==> config.mk <==
export PLATFORM = sky130hd
export DESIGN_NAME = ysyx_23060020_ifu
export DESIGN_NICKNAME = d
export VERILOG_FILES = /design/src/rtl/ysyx_23060020_ifu.sv
export SDC_FILE = /design/constraint.sdc
export NUM_CORES = 1
export LEC_CHECK = 0
export ABC_CLOCK_PERIOD_IN_PS = 2500
export CORE_AREA = 2 2 117 119
export CTS_CLUSTER_DIAMETER = 30
export DETAILED_ROUTE_END_ITERATION = 8
export DIE_AREA = 0 0 119 121
export PLACE_DENSITY = 0.79
export SLEW_MARGIN = 20
export SYNTH_ARGS = -nofsm -noshare
export SYNTH_HDL_FRONTEND = slang
export SYNTH_SLANG_ARGS = --single-unit
==> constraint.sdc <==
create_clock -name clk -period 2.5 [get_ports clk]
set_clock_uncertainty 0.1 [all_clocks]
set_input_delay 0.25 -clock clk [delete_from_list [all_inputs] [get_ports clk]]
set_output_delay 0.25 -clock clk [all_outputs]
set_load 0.05 [all_outputs]
==> src/rtl/ysyx_23060020_ifu.sv <==
// Instruction fetch unit: holds the PC, issues one outstanding imem fetch and hands the word to decode.
// Optional feature: define YSYX_23060020_IFU_EBREAK_HALT_EN to stop fetching after a consumed ebreak.
module ysyx_23060020_ifu #(
    parameter logic [31:0] RESET_PC = 32'h8000_0000
) (
    input  logic        clk,
    input  logic        rst_n,
    output logic        imem_req_valid,
    input  logic        imem_req_ready,
    output logic [31:0] imem_req_addr,
    input  logic        imem_resp_valid,
    input  logic [31:0] imem_resp_data,
    input  logic        imem_resp_err,
    output logic        inst_valid,
    input  logic        inst_ready,
    output logic [31:0] instw,
    output logic [31:0] inst_pc,
    output logic        fetch_err,
    input  logic        redirect,
    input  logic [31:0] redirect_pc,
    output logic        halted
);

    localparam logic [31:0] EBREAK = 32'h0010_0073;

    typedef enum logic [2:0] {
        S_IDLE,
        S_REQ,
        S_WAIT,
        S_HOLD,
        S_HALT
    } state_t;

    state_t      state_q, state_d;
    logic [31:0] pc_q, pc_d;
    logic [31:0] req_addr_q, req_addr_d;
    logic [31:0] instw_q, instw_d;
    logic [31:0] inst_pc_q, inst_pc_d;
    logic        err_q, err_d;
    logic        stale_q, stale_d;

    always_comb begin
        // NOTE: every signal gets its hold value first so no path through the case infers a latch.
        state_d    = state_q;
        pc_d       = pc_q;
        req_addr_d = req_addr_q;
        instw_d    = instw_q;
        inst_pc_d  = inst_pc_q;
        err_d      = err_q;
        stale_d    = stale_q;

        case (state_q)
            S_IDLE: begin
                if (redirect) begin
                    pc_d = redirect_pc;
                end else if (pc_q[1:0] != 2'b00) begin
                    state_d   = S_HOLD;
                    instw_d   = 32'h0;
                    err_d     = 1'b1;
                    inst_pc_d = pc_q;
                end else begin
                    state_d    = S_REQ;
                    req_addr_d = pc_q;
                end
            end
            S_REQ: begin
                // The request address stays on req_addr_q, so a redirect here only marks the fetch stale.
                if (redirect) begin
                    pc_d    = redirect_pc;
                    stale_d = 1'b1;
                end
                if (imem_req_ready) begin
                    state_d = S_WAIT;
                end
            end
            S_WAIT: begin
                if (redirect) begin
                    pc_d = redirect_pc;
                    if (imem_resp_valid) begin
                        stale_d = 1'b0;
                        state_d = S_IDLE;
                    end else begin
                        stale_d = 1'b1;
                    end
                end else if (imem_resp_valid) begin
                    stale_d = 1'b0;
                    if (stale_q) begin
                        state_d = S_IDLE;
                    end else begin
                        state_d   = S_HOLD;
                        instw_d   = imem_resp_err ? 32'h0 : imem_resp_data;
                        err_d     = imem_resp_err;
                        inst_pc_d = pc_q;
                    end
                end
            end
            S_HOLD: begin
                if (redirect) begin
                    pc_d    = redirect_pc;
                    state_d = S_IDLE;
                end else if (inst_ready) begin
                    pc_d    = pc_q + 32'd4;
                    state_d = S_IDLE;
`ifdef YSYX_23060020_IFU_EBREAK_HALT_EN
                    if (instw_q == EBREAK) begin
                        state_d = S_HALT;
                    end
`endif
                end
            end
            S_HALT: begin
                state_d = S_HALT;
            end
            default: begin
                state_d = S_IDLE;
            end
        endcase
    end

    // NOTE: state registers use non-blocking assignments so every flop samples pre-edge values.
    always_ff @(posedge clk or negedge rst_n) begin
        if (!rst_n) begin
            state_q    <= S_IDLE;
            pc_q       <= RESET_PC;
            req_addr_q <= RESET_PC;
            instw_q    <= 32'h0;
            inst_pc_q  <= 32'h0;
            err_q      <= 1'b0;
            stale_q    <= 1'b0;
        end else begin
            state_q    <= state_d;
            pc_q       <= pc_d;
            req_addr_q <= req_addr_d;
            instw_q    <= instw_d;
            inst_pc_q  <= inst_pc_d;
            err_q      <= err_d;
            stale_q    <= stale_d;
        end
    end

    assign imem_req_valid = (state_q == S_REQ);
    assign imem_req_addr  = (state_q == S_REQ) ? req_addr_q : pc_q;
    assign inst_valid     = (state_q == S_HOLD);
    assign instw          = instw_q;
    assign inst_pc        = inst_pc_q;
    assign fetch_err      = err_q;

`ifdef YSYX_23060020_IFU_EBREAK_HALT_EN
    assign halted = (state_q == S_HALT);
`else
    assign halted = 1'b0;
`endif

endmodule

## Yosys cells after proc, flatten, opt, wreduce, memory -nomap -nowiden

Cells that the tools add are included.

| storage, ports and cells | value |
|---|---|
| input bits | 71 |
| output and inout port bits | 100 |
| register bits | 133 |

| cells by class | value |
|---|---|
| bitwise logic cells | 2 |
| reductions and logical operators | 11 |
| muxes and demuxes | 39 |
| $add $sub $neg | 1 |
| eq/ne operators | 14 |

Operators with widths:

| cell | number |
|---|---|
| 32-bit 2-to-1 mux | 15 |
| 32-bit case mux with 2 select lines | 3 |
| 32-bit by 3-bit adder with 32-bit output, second input constant | 1 |
| 3-bit 2-to-1 mux | 7 |
| 3-bit case mux with 5 select lines | 1 |
| 2-bit != test, second input constant | 5 |
| 1-bit 2-to-1 mux | 9 |
| 3-bit AND reduction | 3 |
| 2-bit nonzero test | 4 |
| 3-bit by 2-bit equality test with 1-bit output, second input constant | 2 |
| 2-bit by 1-bit != test with 1-bit output, second input constant | 3 |
| 6-bit AND reduction | 1 |
| 2-bit 2-to-1 mux | 2 |
| 1-bit case mux with 2 select lines | 2 |
| 4-bit AND reduction | 1 |
| 3-bit by 1-bit equality test with 1-bit output, second input constant | 1 |
| 3-bit equality test, second input constant | 1 |
| 3-bit logical NOT | 1 |
| 3-bit by 1-bit != test with 1-bit output, second input constant | 1 |
| 3-bit != test, second input constant | 1 |
| 3-bit OR reduction | 1 |
| 1-bit inverter | 2 |

## Logic depth before layout (Yosys ltp)

| depth | value |
|---|---|
| word-level depth | 5 |
| mapped depth | 8 |

## Worst setup path after synthesis

No wires, ideal clock.

| timing | value |
|---|---|
| path type | flip-flop to output port |
| from | register state_q[2] |
| to | output port imem_req_addr[11] |
| path slack | -0.380 ns |
| arrival | 2.530 ns |
| stages on the path, launching flop included | 6 |
| path through | dfrtp_1 -> clkbuf_1 -> nor3b_1 -> buf_2 -> buf_1 -> o21ai_0 |

| between the ends | value |
|---|---|
| longest elaborated chain between the ends | 2 |

Ends and longest elaborated chain:

| item | RTL line | RTL |
|---|---|---|
| from (decl) | 34 | `state_t state_q, state_d;` |
| from (signal assigned) | 131 | `state_q <= state_d;` |
| 3-bit by 1-bit equality test with 1-bit output | -- |  |
| via imem_req_valid | 8 | `output logic imem_req_valid,` |
| 32-bit 2-to-1 mux | 142 | `assign imem_req_addr = (state_q == S_REQ) ? req_addr_q : pc_q;` |
| to (decl) | 10 | `output logic [31:0] imem_req_addr,` |

The timed path passes the listed nets, and every way through them passes these cells.

## Final worst setup path

| timing | value |
|---|---|
| from | register state_q[0] |
| to | output port imem_req_addr[24] |

| between the ends | value |
|---|---|
| longest elaborated chain between the ends | 2 |

Ends and longest elaborated chain:

| item | RTL line |
|---|---|
| 3-bit by 1-bit equality test with 1-bit output | 142 |
| 32-bit 2-to-1 mux | 142 |

No other way between the ends.

==> summary.md <==
| Metric | Value |
|---|---|
| Min Tclk post-route | `2.46 ns` |
| Area delta synth->final | `41.6%` |
| First-pass GRT wire length | `26300 um` |
| Port bufs | `between 150 and 200` |
| Pre-CTS setup slack | `around 0.22 ns` |
| Final wirelength | `16500 um` |
| Final Util | `67.0%` |
| Average wire per standard cell | `18.4 um` |
| CP Launch Type | `register` |
| Setup Crit Path Kind | `register to output port` |
| Vias in the first global route | `between 5000 and 6000` |
| Worst-Margin Slew | `0.734 ns` |
| Area taken by multi-input logic gates | `2650 sq um` |
| Cell Area, Placed | `8070 sq um` |
| Core Region | `13100 sq um` |
| CTS tree | `built` |
| Hold_ws | `0.237 ns` |
| Register area share after synthesis | `around 54%` |
| Ports | `171` |
| Worst path required time | `2.15 ns` |
| Gr usage total | `between 20% and 30%` |
| Slowest CP cell | `dfrtp_1` |
| Max_cap viols | `0` |
| Layout cells sized above 1 | `26.5%` |
| Max Slew Vio Count | `0` |
| CP peak stage delay | `0.53 ns` |
| CP Capture Type | `output port` |
| Placed cells | `857` |
| Cells after Synth | `537` |
| Leak Pwr | `3.71 nW` |
| Initial antenna violation count | `1` |
| Layout fillers | `934` |
| Post-route cell area | `8760 sq um` |
| Crit path to | `imem_req_addr[24]` |
| Setup WS post-layout | `0.0446 ns` |
| R2r setup slk | `roughly 0.16 ns` |
| CTS buffer count | `17` |
| EDFF count, synth | `0` |
| DRT Pass-1 Iters | `5` |
| Number of diodes | `0` |
| TritonCTS Sinks | `approximately 130` |
| Via count | `slightly above 5000` |
| Largest net degree at the start of global routing | `88` |
| Syn avg cell area | `11.5 sq um` |
| H-tree levels | `4` |
| Die Span Y | `121 um` |
| Grt total ovfl | `0` |
| Die width | `119 um` |
| Max Clk Rate | `roughly 400 MHz` |
| Synthesis-stage register bit count | `133` |
| DR vias/cell | `5.72` |
| HPWL after detailed placement | `11100 um` |
| Syn Std Cell Area | `6190 sq um` |
| Seq. cell area | `~3300 sq um` |
| Final Hold Vio Count | `0` |
| Critical path origin | `state_q[0]` |
| Die area | `14400 sq um` |
| Async S/R FF share, synth | `100%` |
| Worst-path clk slew | `~0.050 ns` |
| Final setup vio count | `0` |
| Max-slew headroom | `approximately 50%` |
| Most common cell on crit path | `buf_4` |
| R2R Path End | `inst_pc[7]` |
| Top_reg_cell synth | `dfrtp_1` |
| Syn Nets | `609` |
| Status | `finished clean` |
| Longest Clk Path Bufs | `2` |
| Initial core utilization | `47.3%` |
| Setup TNS | `0 ns` |
| Worst reg2reg path startpoint | `state_q[0]` |
| Pwr Density | `1520 nW/um^2` |
| CTS root buf | `clkbuf_16` |
| Synth unique cells | `47` |
| Worst-path fanout max | `10` |
| Worst-skew pair later-pin latency | `between 0.4 and 0.5 ns` |
| CP cell instances | `nor3b_4, buf_4, buf_8, mux2_2, buf_4` |
| Hold Path Class | `input pin to asynchronous set/reset pin` |
| Final total power | `13.3 mW` |
| CP arrival | `2.11 ns` |
| First-iteration detailed-routing DRC count | `320` |
| Synth warn | `0` |
| Routed Antenna Nets | `0` |
| Period utilisation layout | `98.2%` |
| Drc violations | `0` |
| RePlAce Congestion | `around 0.87` |
| Std cell rows | `42` |
| VDD IR-drop max | `1130 uV` |
| Final Non-Filler Cells | `897` |
| Reg2Reg Depth | `5` |
| Final nets | `780` |
[worst min path at each step]
stage	slack (ns)	endpoint
5_1_grt	0.28	instw[29]
3_5_place_dp	0.11	instw[29]
6_report	0.24	instw[29]
3_3_place_gp	0.1	instw[29]
4_1_cts	0.25	instw[29]
2_1_floorplan	-0.15	fetch_err
[per-layer routing]
| metal | share of wire [%] | global-route usage [%] |
|---|---|---|
| met4 | 0.99 | 7.74 |
| met2 | 49 | 37.4 |
| met5 | 0.079 | 0 |
| met3 | 6.3 | 4.93 |
| met1 | 44 | 31.2 |
[report_power, final]
group	internal, mW	total (mW)	switching [mW]
registers	3.05	3.74	0.686
clock network	1.59	2.47	0.875
logic	2.75	7.10	4.36
total	7.39	13.3	5.92
[cells in the mapped netlist (all sizes together), types with 4 or more instances]
| cell type | instances | area share, % |
|---|---|---|
| nor3 | 12 | 0.97 |
| o22ai | 10 | 1.0 |
| o21ai | 29 | 2.3 |
| nand2 | 34 | 2.1 |
| and3 | 10 | 1.0 |
| dfrtp | 131 | 53 |
| and2 | 4 | 0.40 |
| mux2 | 87 | 16 |
| and4 | 5 | 0.71 |
| a2bb2oi | 10 | 1.4 |
| clkbuf | 23 | 1.4 |
| a22o | 32 | 4.5 |
| buf | 21 | 1.9 |
| a211oi | 4 | 0.49 |
| inv | 5 | 0.30 |
| nand4 | 10 | 1.0 |
| or3 | 4 | 0.40 |
| nand3 | 16 | 1.3 |
| nor2 | 18 | 1.1 |
| a21oi | 31 | 2.5 |
[critical path: cells and delay by family (launching register included)]
kind                   cells  cell delay [ns]
multiplexers               1             0.35
buffers and inverters      3             0.54
flip-flops                 1             0.53
AND/OR/NAND/NOR            1             0.27
[state kept, by name (all words and copies together) (netlist names)]
signal / count
stale_q: 1
instw: 32
inst_pc: 32
state_q: 3
req_addr_q: 32
fetch_err: 1
pc_q: 32
[area by class of cell]
| type | count | area share [%] |
|---|---|---|
| Clock inverter | 9 | 1.13 |
| Tap cell | 176 | 2.51 |
| Multi-Input combinational cell | 355 | 30.3 |
| Clock buffer | 23 | 5.68 |
| Timing Repair Buffer | 196 | 22.2 |
| Inverter | 5 | 0.214 |
| Sequential cell | 133 | 38.0 |
[kinds of logic (layout without fill, tap and decap cells)]
logic type / Yosys count / after routing / synth area share (%)
AO/OA/AOI/OAI: 138 / 138 / 15.5
flip-flops: 133 / 133 / 53.8
AND/OR/NAND/NOR: 125 / 125 / 10.5
multiplexers: 90 / 90 / 16.3
buffers and inverters: 49 / 233 / 3.60
adder cells (fa/ha/maj): 1 / 1 / 0.202
other: 1 / 1 / 0.0606
[cell usage in the layout, fill, tap and decap left out, types with 5 or more instances in the layout]
cell type / netlist / final
clkbuf_16: 0 / 18
clkdlybuf4s50_1: 0 / 134
buf_4: 2 / 49
buf_12: 0 / 8
and3_1: 10 / 10
a2bb2oi_1: 10 / 10
clkinv_2: 0 / 6
nand4_1: 10 / 10
clkbuf_8: 0 / 5
nand3_1: 16 / 16
nand2_1: 34 / 34
a22o_1: 32 / 32
dfrtp_1: 131 / 131
inv_1: 5 / 5
a21oi_1: 31 / 31
o22ai_1: 10 / 10
nor2_1: 18 / 17
and4_1: 5 / 5
o21ai_0: 29 / 26
mux2_2: 87 / 87
nor3_1: 12 / 11
[timing repair]
action | 4_1_cts | 5_1_grt
setup buffers | 0 | 5
hold buffers | 1 | 0
gates resized for setup | 0 | 6
endpoints found under the hold margin | 46 | 0
setup endpoints to repair | 0 | 31
Note: power is estimated with default switching activity, not from simulation.
